--- src/rtl/vec_issue_pkg.sv ---
// Shared types for the vector issue controller.
//   VEC_XLEN      : width of instruction/operand fields carried in a queue entry
//   vec_entry_t   : one queued vector instruction with its forwarded operands
//   issue_state_e : issue FSM states
package vec_issue_pkg;

    localparam int VEC_XLEN = 32;

    typedef struct packed {
        logic [VEC_XLEN-1:0] inst;
        logic [VEC_XLEN-1:0] rs1;
        logic [VEC_XLEN-1:0] rs2;
        logic                needs_wb;
    } vec_entry_t;

    typedef enum logic [1:0] {
        IDLE,
        ISSUE,
        WAIT_ACK
    } issue_state_e;

endpackage

--- src/rtl/vec_issue_fifo.sv ---
// Instruction queue for the vector issue controller.
//   clk, rst  : clock, synchronous active-high reset
//   push      : write wr_entry (ignored when full unless popping in the same cycle)
//   pop       : retire head entry (ignored when empty)
//   flush     : discard every entry; wins over push/pop
//   wr_entry  : entry to write
//   head      : oldest entry
//   full/empty/count : occupancy
module vec_issue_fifo
    import vec_issue_pkg::*;
#(
    parameter int DEPTH = 4
) (
    input  logic                     clk,
    input  logic                     rst,
    input  logic                     push,
    input  logic                     pop,
    input  logic                     flush,
    input  vec_entry_t               wr_entry,
    output vec_entry_t               head,
    output logic                     full,
    output logic                     empty,
    output logic [$clog2(DEPTH):0]   count
);

    localparam int AW = $clog2(DEPTH);
    localparam int CW = AW + 1;

    vec_entry_t       mem [DEPTH];
    logic [AW-1:0]    wr_ptr;
    logic [AW-1:0]    rd_ptr;
    logic             do_push;
    logic             do_pop;

    assign full    = (count == CW'(DEPTH));
    assign empty   = (count == '0);
    assign do_push = push && (!full || pop);
    assign do_pop  = pop && !empty;
    assign head    = mem[rd_ptr];

    always_ff @(posedge clk) begin
        if (rst || flush) begin
            wr_ptr <= '0;
            rd_ptr <= '0;
            count  <= '0;
        end else begin
            // Pointers are AW bits wide, so the increment wraps naturally.
            if (do_push) wr_ptr <= wr_ptr + 1'b1;
            if (do_pop)  rd_ptr <= rd_ptr + 1'b1;
            case ({do_push, do_pop})
                2'b10:   count <= count + 1'b1;
                2'b01:   count <= count - 1'b1;
                default: ;
            endcase
        end
    end

    // Storage is not reset; only the pointers define validity.
    always_ff @(posedge clk) begin
        if (do_push) mem[wr_ptr] <= wr_entry;
    end

    always_ff @(posedge clk) begin
        if (!rst) assert (!(push && full && !pop)) else $error("vec_issue_fifo: push while full");
    end

endmodule

--- src/rtl/vec_issue_ctrl.sv ---
// Issue controller between the scalar core and the vector processor.
// Queues vector instructions with forwarded rs1/rs2, issues them one at a time
// over inst_valid/vec_pro_ready, waits for vec_pro_ack, returns results to the
// scalar writeback path and stalls the scalar core when full or draining.
//   clk, rst                     : clock, synchronous active-high reset
//   sc_vec_valid/inst/rs1/rs2    : scalar offer of a vector instruction
//   sc_needs_wb                  : result returns to scalar rd
//   sc_fence                     : drain all vector work before accepting more
//   sc_ready                     : offer accepted this cycle (low = stall)
//   inst_valid/inst_out/rs1_out/rs2_out, vec_pro_ready : issue handshake
//   vec_pro_ack/vec_error/csr_out: completion of outstanding instruction
//   wb_valid/wb_data             : one-cycle writeback pulse to scalar
//   err_sticky/err_clr           : sticky error flag and its clear
//   busy                         : queue non-empty or instruction in flight
// XLEN must equal VEC_XLEN from vec_issue_pkg.
module vec_issue_ctrl
    import vec_issue_pkg::*;
#(
    parameter int DEPTH = 4,
    parameter int XLEN  = VEC_XLEN
) (
    input  logic            clk,
    input  logic            rst,
    input  logic            sc_vec_valid,
    input  logic [XLEN-1:0] sc_vec_inst,
    input  logic [XLEN-1:0] sc_rs1,
    input  logic [XLEN-1:0] sc_rs2,
    input  logic            sc_needs_wb,
    input  logic            sc_fence,
    output logic            sc_ready,
    output logic            inst_valid,
    output logic [XLEN-1:0] inst_out,
    output logic [XLEN-1:0] rs1_out,
    output logic [XLEN-1:0] rs2_out,
    input  logic            vec_pro_ready,
    input  logic            vec_pro_ack,
    input  logic            vec_error,
    input  logic [XLEN-1:0] csr_out,
    output logic            wb_valid,
    output logic [XLEN-1:0] wb_data,
    output logic            err_sticky,
    input  logic            err_clr,
    output logic            busy
);

    issue_state_e               state;
    logic                       draining;
    logic                       pending_wb;
    vec_entry_t                 new_e;
    vec_entry_t                 head;
    vec_entry_t                 next_e;
    logic                       full;
    logic                       empty;
    logic [$clog2(DEPTH):0]     count;
    logic                       push;
    logic                       pop;
    logic                       err_ack;
    logic                       have_work;

    assign new_e     = '{inst: sc_vec_inst, rs1: sc_rs1, rs2: sc_rs2, needs_wb: sc_needs_wb};
    assign sc_ready  = !full && !draining;
    assign err_ack   = (state == WAIT_ACK) && vec_pro_ack && vec_error;
    // An erroring ack flushes the queue, so a push in that cycle is dropped.
    assign push      = sc_vec_valid && sc_ready && !err_ack;
    assign pop       = (state == ISSUE) && inst_valid && vec_pro_ready;
    assign have_work = !empty || push;
    // With an empty queue the entry being pushed this cycle is issued directly,
    // so inst_valid rises the cycle after the push.
    assign next_e    = empty ? new_e : head;
    assign busy      = (count != '0) || (state != IDLE);

    vec_issue_fifo #(.DEPTH(DEPTH)) u_fifo (
        .clk      (clk),
        .rst      (rst),
        .push     (push),
        .pop      (pop),
        .flush    (err_ack),
        .wr_entry (new_e),
        .head     (head),
        .full     (full),
        .empty    (empty),
        .count    (count)
    );

    always_ff @(posedge clk) begin
        if (rst) begin
            state      <= IDLE;
            inst_valid <= 1'b0;
            inst_out   <= '0;
            rs1_out    <= '0;
            rs2_out    <= '0;
            pending_wb <= 1'b0;
            wb_valid   <= 1'b0;
            wb_data    <= '0;
            err_sticky <= 1'b0;
            draining   <= 1'b0;
        end else begin
            wb_valid <= 1'b0;
            case (state)
                IDLE: begin
                    if (have_work) begin
                        state      <= ISSUE;
                        inst_valid <= 1'b1;
                        inst_out   <= next_e.inst;
                        rs1_out    <= next_e.rs1;
                        rs2_out    <= next_e.rs2;
                    end
                end
                ISSUE: begin
                    if (vec_pro_ready) begin
                        state      <= WAIT_ACK;
                        inst_valid <= 1'b0;
                        pending_wb <= head.needs_wb;
                    end
                end
                WAIT_ACK: begin
                    if (vec_pro_ack) begin
                        wb_valid <= pending_wb;
                        if (pending_wb) wb_data <= csr_out;
                        if (vec_error || !have_work) begin
                            state <= IDLE;
                        end else begin
                            state      <= ISSUE;
                            inst_valid <= 1'b1;
                            inst_out   <= next_e.inst;
                            rs1_out    <= next_e.rs1;
                            rs2_out    <= next_e.rs2;
                        end
                    end
                end
                default: state <= IDLE;
            endcase

            // A new error beats a same-cycle clear.
            if (err_ack)      err_sticky <= 1'b1;
            else if (err_clr) err_sticky <= 1'b0;

            if (sc_fence)                                   draining <= 1'b1;
            else if (draining && empty && state == IDLE)    draining <= 1'b0;
        end
    end

    always_ff @(posedge clk) begin
        if (!rst) assert (!(pop && vec_pro_ack)) else $error("vec_issue_ctrl: ack during issue handshake");
    end

endmodule

--- config.mk ---
export PLATFORM = sky130hd
export DESIGN_NAME = vec_issue_ctrl
export DESIGN_NICKNAME = d
export VERILOG_FILES = /design/src/rtl/vec_issue_pkg.sv /design/src/rtl/vec_issue_fifo.sv /design/src/rtl/vec_issue_ctrl.sv
export SDC_FILE = /design/constraint.sdc
export NUM_CORES = 1
export LEC_CHECK = 0
export CAP_MARGIN = 25
export CORE_MARGIN = 4
export CORE_UTILIZATION = 40
export DETAILED_ROUTE_END_ITERATION = 8
export DONT_BUFFER_PORTS = 1
export SLEW_MARGIN = 20
export SYNTH_ARGS = -nofsm -noshare
export SYNTH_HDL_FRONTEND = slang
export SYNTH_HIERARCHICAL = 1
export SYNTH_SLANG_ARGS = --single-unit
--- constraint.sdc ---
create_clock -name clk -period 8.8 [get_ports clk]
set_input_delay 1.32 -clock clk [delete_from_list [all_inputs] [get_ports clk]]
set_output_delay 1.32 -clock clk [all_outputs]
set_load 0.05 [all_outputs]
* Yosys cells after proc, flatten, opt, wreduce, memory -nomap -nowiden
Memories as Yosys holds them, arrays and structs flattened. A register that Yosys moved wholly into a read port is not among the register bits. Cells that the tools add are included.
Storage, ports and cells: word-level logic and storage cells 97, memories kept 1, input port bits 137, memory bits (writable) 388, register bits after elaboration 142, output and inout port bits 133
Cells by class: add/subtract/negate cells 4, mux-type cells 32, equality and inequality tests 9, bitwise logic cells 2, reductions and logical operators 36
Memory list:
- u_fifo.mem | depth 4, width 97, rd ports 1, clocked after memory_dff 1, wr ports 1, RTL line vec_issue_fifo.sv:29 | vec_entry_t mem [DEPTH];
Operators by type and width (count):
- 2-to-1 mux 32 bit | 9
- case mux 32 bit (2 select lines) | 3
- 2-to-1 mux 97 bit | 1
- logical AND 1 bit | 11
- 2-to-1 mux 1 bit | 11
- 2-to-1 mux 2 bit | 5
- nonzero test 2 bit | 5
- inequality test 2 bit (second input constant) | 4
- case mux 2 bit (3 select lines) | 1
- case mux 3 bit (2 select lines) | 1
- AND reduction 3 bit | 2
- nonzero test 3 bit | 2
- zero test 1 bit | 5
- logical OR 1 bit | 5
- AND reduction 5 bit | 1
- adder 2 x 1 -> 2 bit (second input constant) | 2
- == test 2 x 1 -> 1 bit (second input constant) | 2
- == test 2 bit (second input constant) | 2
- AND reduction 4 bit | 1
- adder 3 x 1 -> 3 bit (second input constant) | 1
- == test 3 bit (second input constant) | 1
- zero test 3 bit | 1
- case mux 1 bit (3 select lines) | 1
- OR reduction 3 bit | 1
- 4 further kinds | 5

* Longest topological paths before layout
depth after elaboration 11, gate-level depth with buffers 13, depth with buffers taken out 12

* By module
Netlist, hierarchy kept.
Modules (own cells, without submodules):
- vec_issue_fifo | area an instance 14442.6 um2, cells each 563, seq. area each 11831.3 um2, times used 1
- vec_issue_ctrl | area an instance 6597.6 um2, cells each 700, seq. area each 2702.6 um2, times used 1

* Worst setup path after synthesis
Ideal clock, no wire load.
path type input to register, from input sc_vec_valid, to memory u_fifo/mem[0][0] (netlist name), enable pin, data required time 8333 ps, slack 4051 ps, library setup time 467 ps, arrival time 4282 ps, stages on the path 3, path buffers 0, cells stage by stage or3b_1 -> nor2_1 -> and3_1
On the way: cells in the longest elaborated chain, start to end 5
RTL lines:
- from (decl) | RTL line vec_issue_ctrl.sv:24 | input logic sc_vec_valid,
- logical AND 1 bit (2 in series) | RTL line vec_issue_ctrl.sv:64 | assign push = sc_vec_valid && sc_ready && !err_ack;
- via push | RTL line vec_issue_ctrl.sv:55 | logic push;
- logical AND 1 bit | RTL line vec_issue_fifo.sv:37 | assign do_push = push && (!full || pop);
- 2-to-1 mux 1 bit | RTL line vec_issue_fifo.sv:60 | if (do_push) mem[wr_ptr] <= wr_entry;
- 2-to-1 mux 1 bit (implied by the code) | RTL line vec_issue_fifo.sv:60
- to (decl) | RTL line vec_issue_fifo.sv:29
The timed path passes the listed nets, and every way through them passes these cells.

* Worst setup path in the final report
from register u_fifo.count[0], to memory u_fifo/mem[0][56] (netlist name), enable pin
On the way: cells in the longest elaborated chain, start to end 8, elaborated cells between the ends (all ways) 9, classes of those cells 1 x eq/ne; 2 x mux; 6 x reduce/logical
RTL lines:
- from (decl) | RTL line vec_issue_fifo.sv:23 | output logic [$clog2(DEPTH):0] count
- from (signal assigned) | RTL line vec_issue_fifo.sv:51 | 2'b10: count <= count + 1'b1;
- from (signal assigned) | RTL line vec_issue_fifo.sv:52 | 2'b01: count <= count - 1'b1;
- == test 3 bit | RTL line vec_issue_fifo.sv:35 | assign full = (count == CW'(DEPTH));
- via full | RTL line vec_issue_ctrl.sv:52 | logic full;
- zero test 1 bit | RTL line vec_issue_ctrl.sv:61 | assign sc_ready = !full && !draining;
- logical AND 1 bit | RTL line vec_issue_ctrl.sv:61
- logical AND 1 bit (2 in series) | RTL line vec_issue_ctrl.sv:64
- via push | RTL line vec_issue_ctrl.sv:55
- logical AND 1 bit | RTL line vec_issue_fifo.sv:37
- 2-to-1 mux 1 bit | RTL line vec_issue_fifo.sv:60
- 2-to-1 mux 1 bit (implied by the code) | RTL line vec_issue_fifo.sv:60
The timed path passes the listed nets, and every way through them passes these cells.

==> results.tsv <==
stage	metric	value	unit
floorplanning	Top Ports	270	
yosys	Yosys top cell area share	55.4	%
clock_network	# resized after CTS	0	
setup_path	crit-path cells	inv_1 > and3_1 > or3b_1 > nor2_1 > and3_4 > buf_4	
global_routing	first-pass GRT wire length	68100	um
sta	Fin. Hold Viols	0	
clock_network	clock tree buffer depth	3	
layout	most frequent cells in the layout	388 x edfxtp_1, 142 x dfxtp_1, 109 x nor2_1	
sta	Setup Skew	12.9	ps
setup_path	startpoint types	flip-flop	
placement	cell area after placement	21700	um2
sta	Worst-Margin Slew	1000	ps
floorplanning	core area	51700	um2
yosys	dominant cells by area after synthesis	edfxtp_1 55%, dfxtp_1 14%, mux4_2 10%, mux2i_1 4.6%, mux2_2 4.2%	
yosys	post-synth cell types	38	
layout	diodes inserted	0	
clock_network	setup bufs post-CTS	0	
setup_path	CP max stage cell	buf_4	
job	max_cap viols	0	
yosys	Seq/Total Area, Yosys	69.1	%
setup_path	critical path fanouts, max	61	
sta	Slew Viols, Final	0	
setup_path	CP endpoint kind	flip-flop	
clock_network	CTS root buffer	clkbuf_16	
global_routing	largest net degree at the start of global routing	234	
yosys	Mapped Cells	1263	
setup_path	crit path DAT	3810	ps
placement	post-DP HPWL	25600	um
sta	Final setup viols	0	
layout	layout cells sized above 1	23.8	%
drt	post-route ant nets	0	
sta	Rel. slew slack	33.2	%
placement	routability cong.	0.729	
clock_network	H-tree levels	2	
clock_network	Worst-Skew Late Latency	590	ps
setup_path	Required @ worst endpoint	9000	ps
drt	final wirelength	44700	um
drt	DRT Pass-1 Iters	4	
drt	vias per inst	5.26	
drt	Initial DRC Count	523	
layout	nets	1398	
global_routing	Total Routing Usage GR	15.6	%
sta	final worst-path cycle share	41.0	%
yosys	cell area after synthesis	21000	um2
yosys	warning count from the yosys run	6	
sta	Period minus WS final	3600	ps
clock_network	Clock Sink Count	532	
yosys	Yosys reg bits	532	
yosys	Avg Inst Size Synth	16.7	um2
sta	RSZ-0062 raised after global routing	false	
setup_path	max incr delay on CP	890	ps
worst_hold_path	Hold WC Path Type	reg2reg	
clock_network	Hold-fix buffers, CTS	0	
power	VDD IR-drop max	0.000154	V
floorplanning	Die Span X	237	um
drt	Vias	10414	
outcome	outcome	finished clean	
floorplanning	starting density of the core	40.7	%
layout	design area	23700	um2
setup_path	critical path type	reg2reg	
clock_network	Reg clk slew, reported paths	60	ps
sta	Max Freq	0.277	GHz
global_routing	total global routing overflow	0	
placement	PortBufs	0	
drt	DRC	0	
global_routing	initial antenna violation count	1	
power	Lkg Pwr	0.00827	uW
floorplanning	die area	56300	um2
clock_network	CTS tree	built	
floorplanning	FP Rows	83	
power	PwrDens	260	nW/um2
layout	commonest non-fill, non-tap cell in the layout	edfxtp_1	
drt	Avg WL per Cell	22.5	um
yosys	largest area contributor in the netlist	edfxtp_1	
global_routing	number of global-route vias before repair	10876	
layout	synth-to-layout area growth	12.6	%
yosys	Syn Nets	1406	
floorplanning	Die Y	237	um
clock_network	CTS buffer count	56	
sta	Sum Neg Setup Slack	0	ps
Yosys cell counts:
master	count
inv_1	8
or4b_1	2
and4b_1	2
a21oi_1	41
buf_1	10
ha_1	5
or3b_2	2
and2_4	1
fa_1	1
nor2_1	109
nor3_1	2
a21o_1	1
buf_2	24
nand3b_1	1
and3_2	2
and3_1	3
clkbuf_1	38
dfxtp_1	144
a221o_1	1
edfxtp_1	388
mux2_4	18
or2_0	1
nand4b_1	1
xor2_1	2
nand4_1	1
mux2_2	78
or3b_1	1
nand2b_1	2
nand3_1	1
buf_6	4
o21ai_0	4
mux2i_1	97
buf_4	3
nand2_1	68
o31ai_2	1
or3_1	2
nor2b_1	97
mux4_2	97
critical path, delay by kind of cell (launching register included):
kind	cells	cell delay, ps
AND/OR/NAND/NOR	4	1760
buffers and inverters	2	990
flip-flops	1	410
state kept, by name, summed over array words and instances (netlist names), named ones only:
register / flops
state: 2
draining: 1
err_sticky: 1
pending_wb: 1
inst_valid: 1
u_fifo/count: 3
wb_valid: 1
u_fifo/wr_ptr: 2
u_fifo/mem: 388
wb_data: 32
rs2_out: 32
inst_out: 32
rs1_out: 32
u_fifo/rd_ptr: 2
power by group:
group,leakage (uW),internal (uW),switching [uW]
logic,0.00258,256,249
clock network,0.000968,1510,953
registers,0.00472,2840,343
total,0.00827,4610,1550
layer usage:
layer	GRT usage [%]	wire length, um
met4	4.44	961
met1	20.0	19100
met3	4.85	3380
met5	0	0
met2	25.6	21300
logic make-up after synthesis:
group | after synthesis | share of synthesized area (%)
buffers and inverters | 87 | 1.89
xor gates and xnor gates | 2 | 0.0833
AOI/OAI and AO/OA | 48 | 1.21
DFF | 532 | 69.1
and+or+nand+nor | 298 | 6.89
adders and majority gates | 6 | 0.392
muxes | 290 | 20.5
stage by stage:
stage | worst slack (ps) | total power [uW] | hold slack [ps] | utilization [%] | cells
global route | 4890 | 6400 | 532 | 45.8 | 1981
finish | 5200 | 6150 | 487 | 45.8 | 1981
floorplan | 4050 | 3640 | 459 | - | 1263
global placement | 4590 | 3750 | 462 | 41.9 | 1874
detailed placement | 4540 | 3760 | 491 | 41.9 | 1874
CTS | 5090 | 6240 | 497 | 45.7 | 1978
worst paths after layout:
kind                    start           endpoint  slack [ps]  cells after the start
max           u_fifo/count[0]  u_fifo/mem[0][56]        5200                      6
max reg2reg   u_fifo/count[0]  u_fifo/mem[0][56]        5200                      6
min reg2reg  u_fifo/rd_ptr[1]          flip-flop         490                      2
min          u_fifo/rd_ptr[1]          flip-flop         490                      2
area by class of cell:
class	count	area, um2
clock buffer	84	1700
clock inverter	20	262
fill	4462	28000
inverter	8	30.0
multi-input combinational	644	6140
sequential	532	14500
tap	680	851
timing repair buffer	13	170
(Power assumes the default switching activity.)
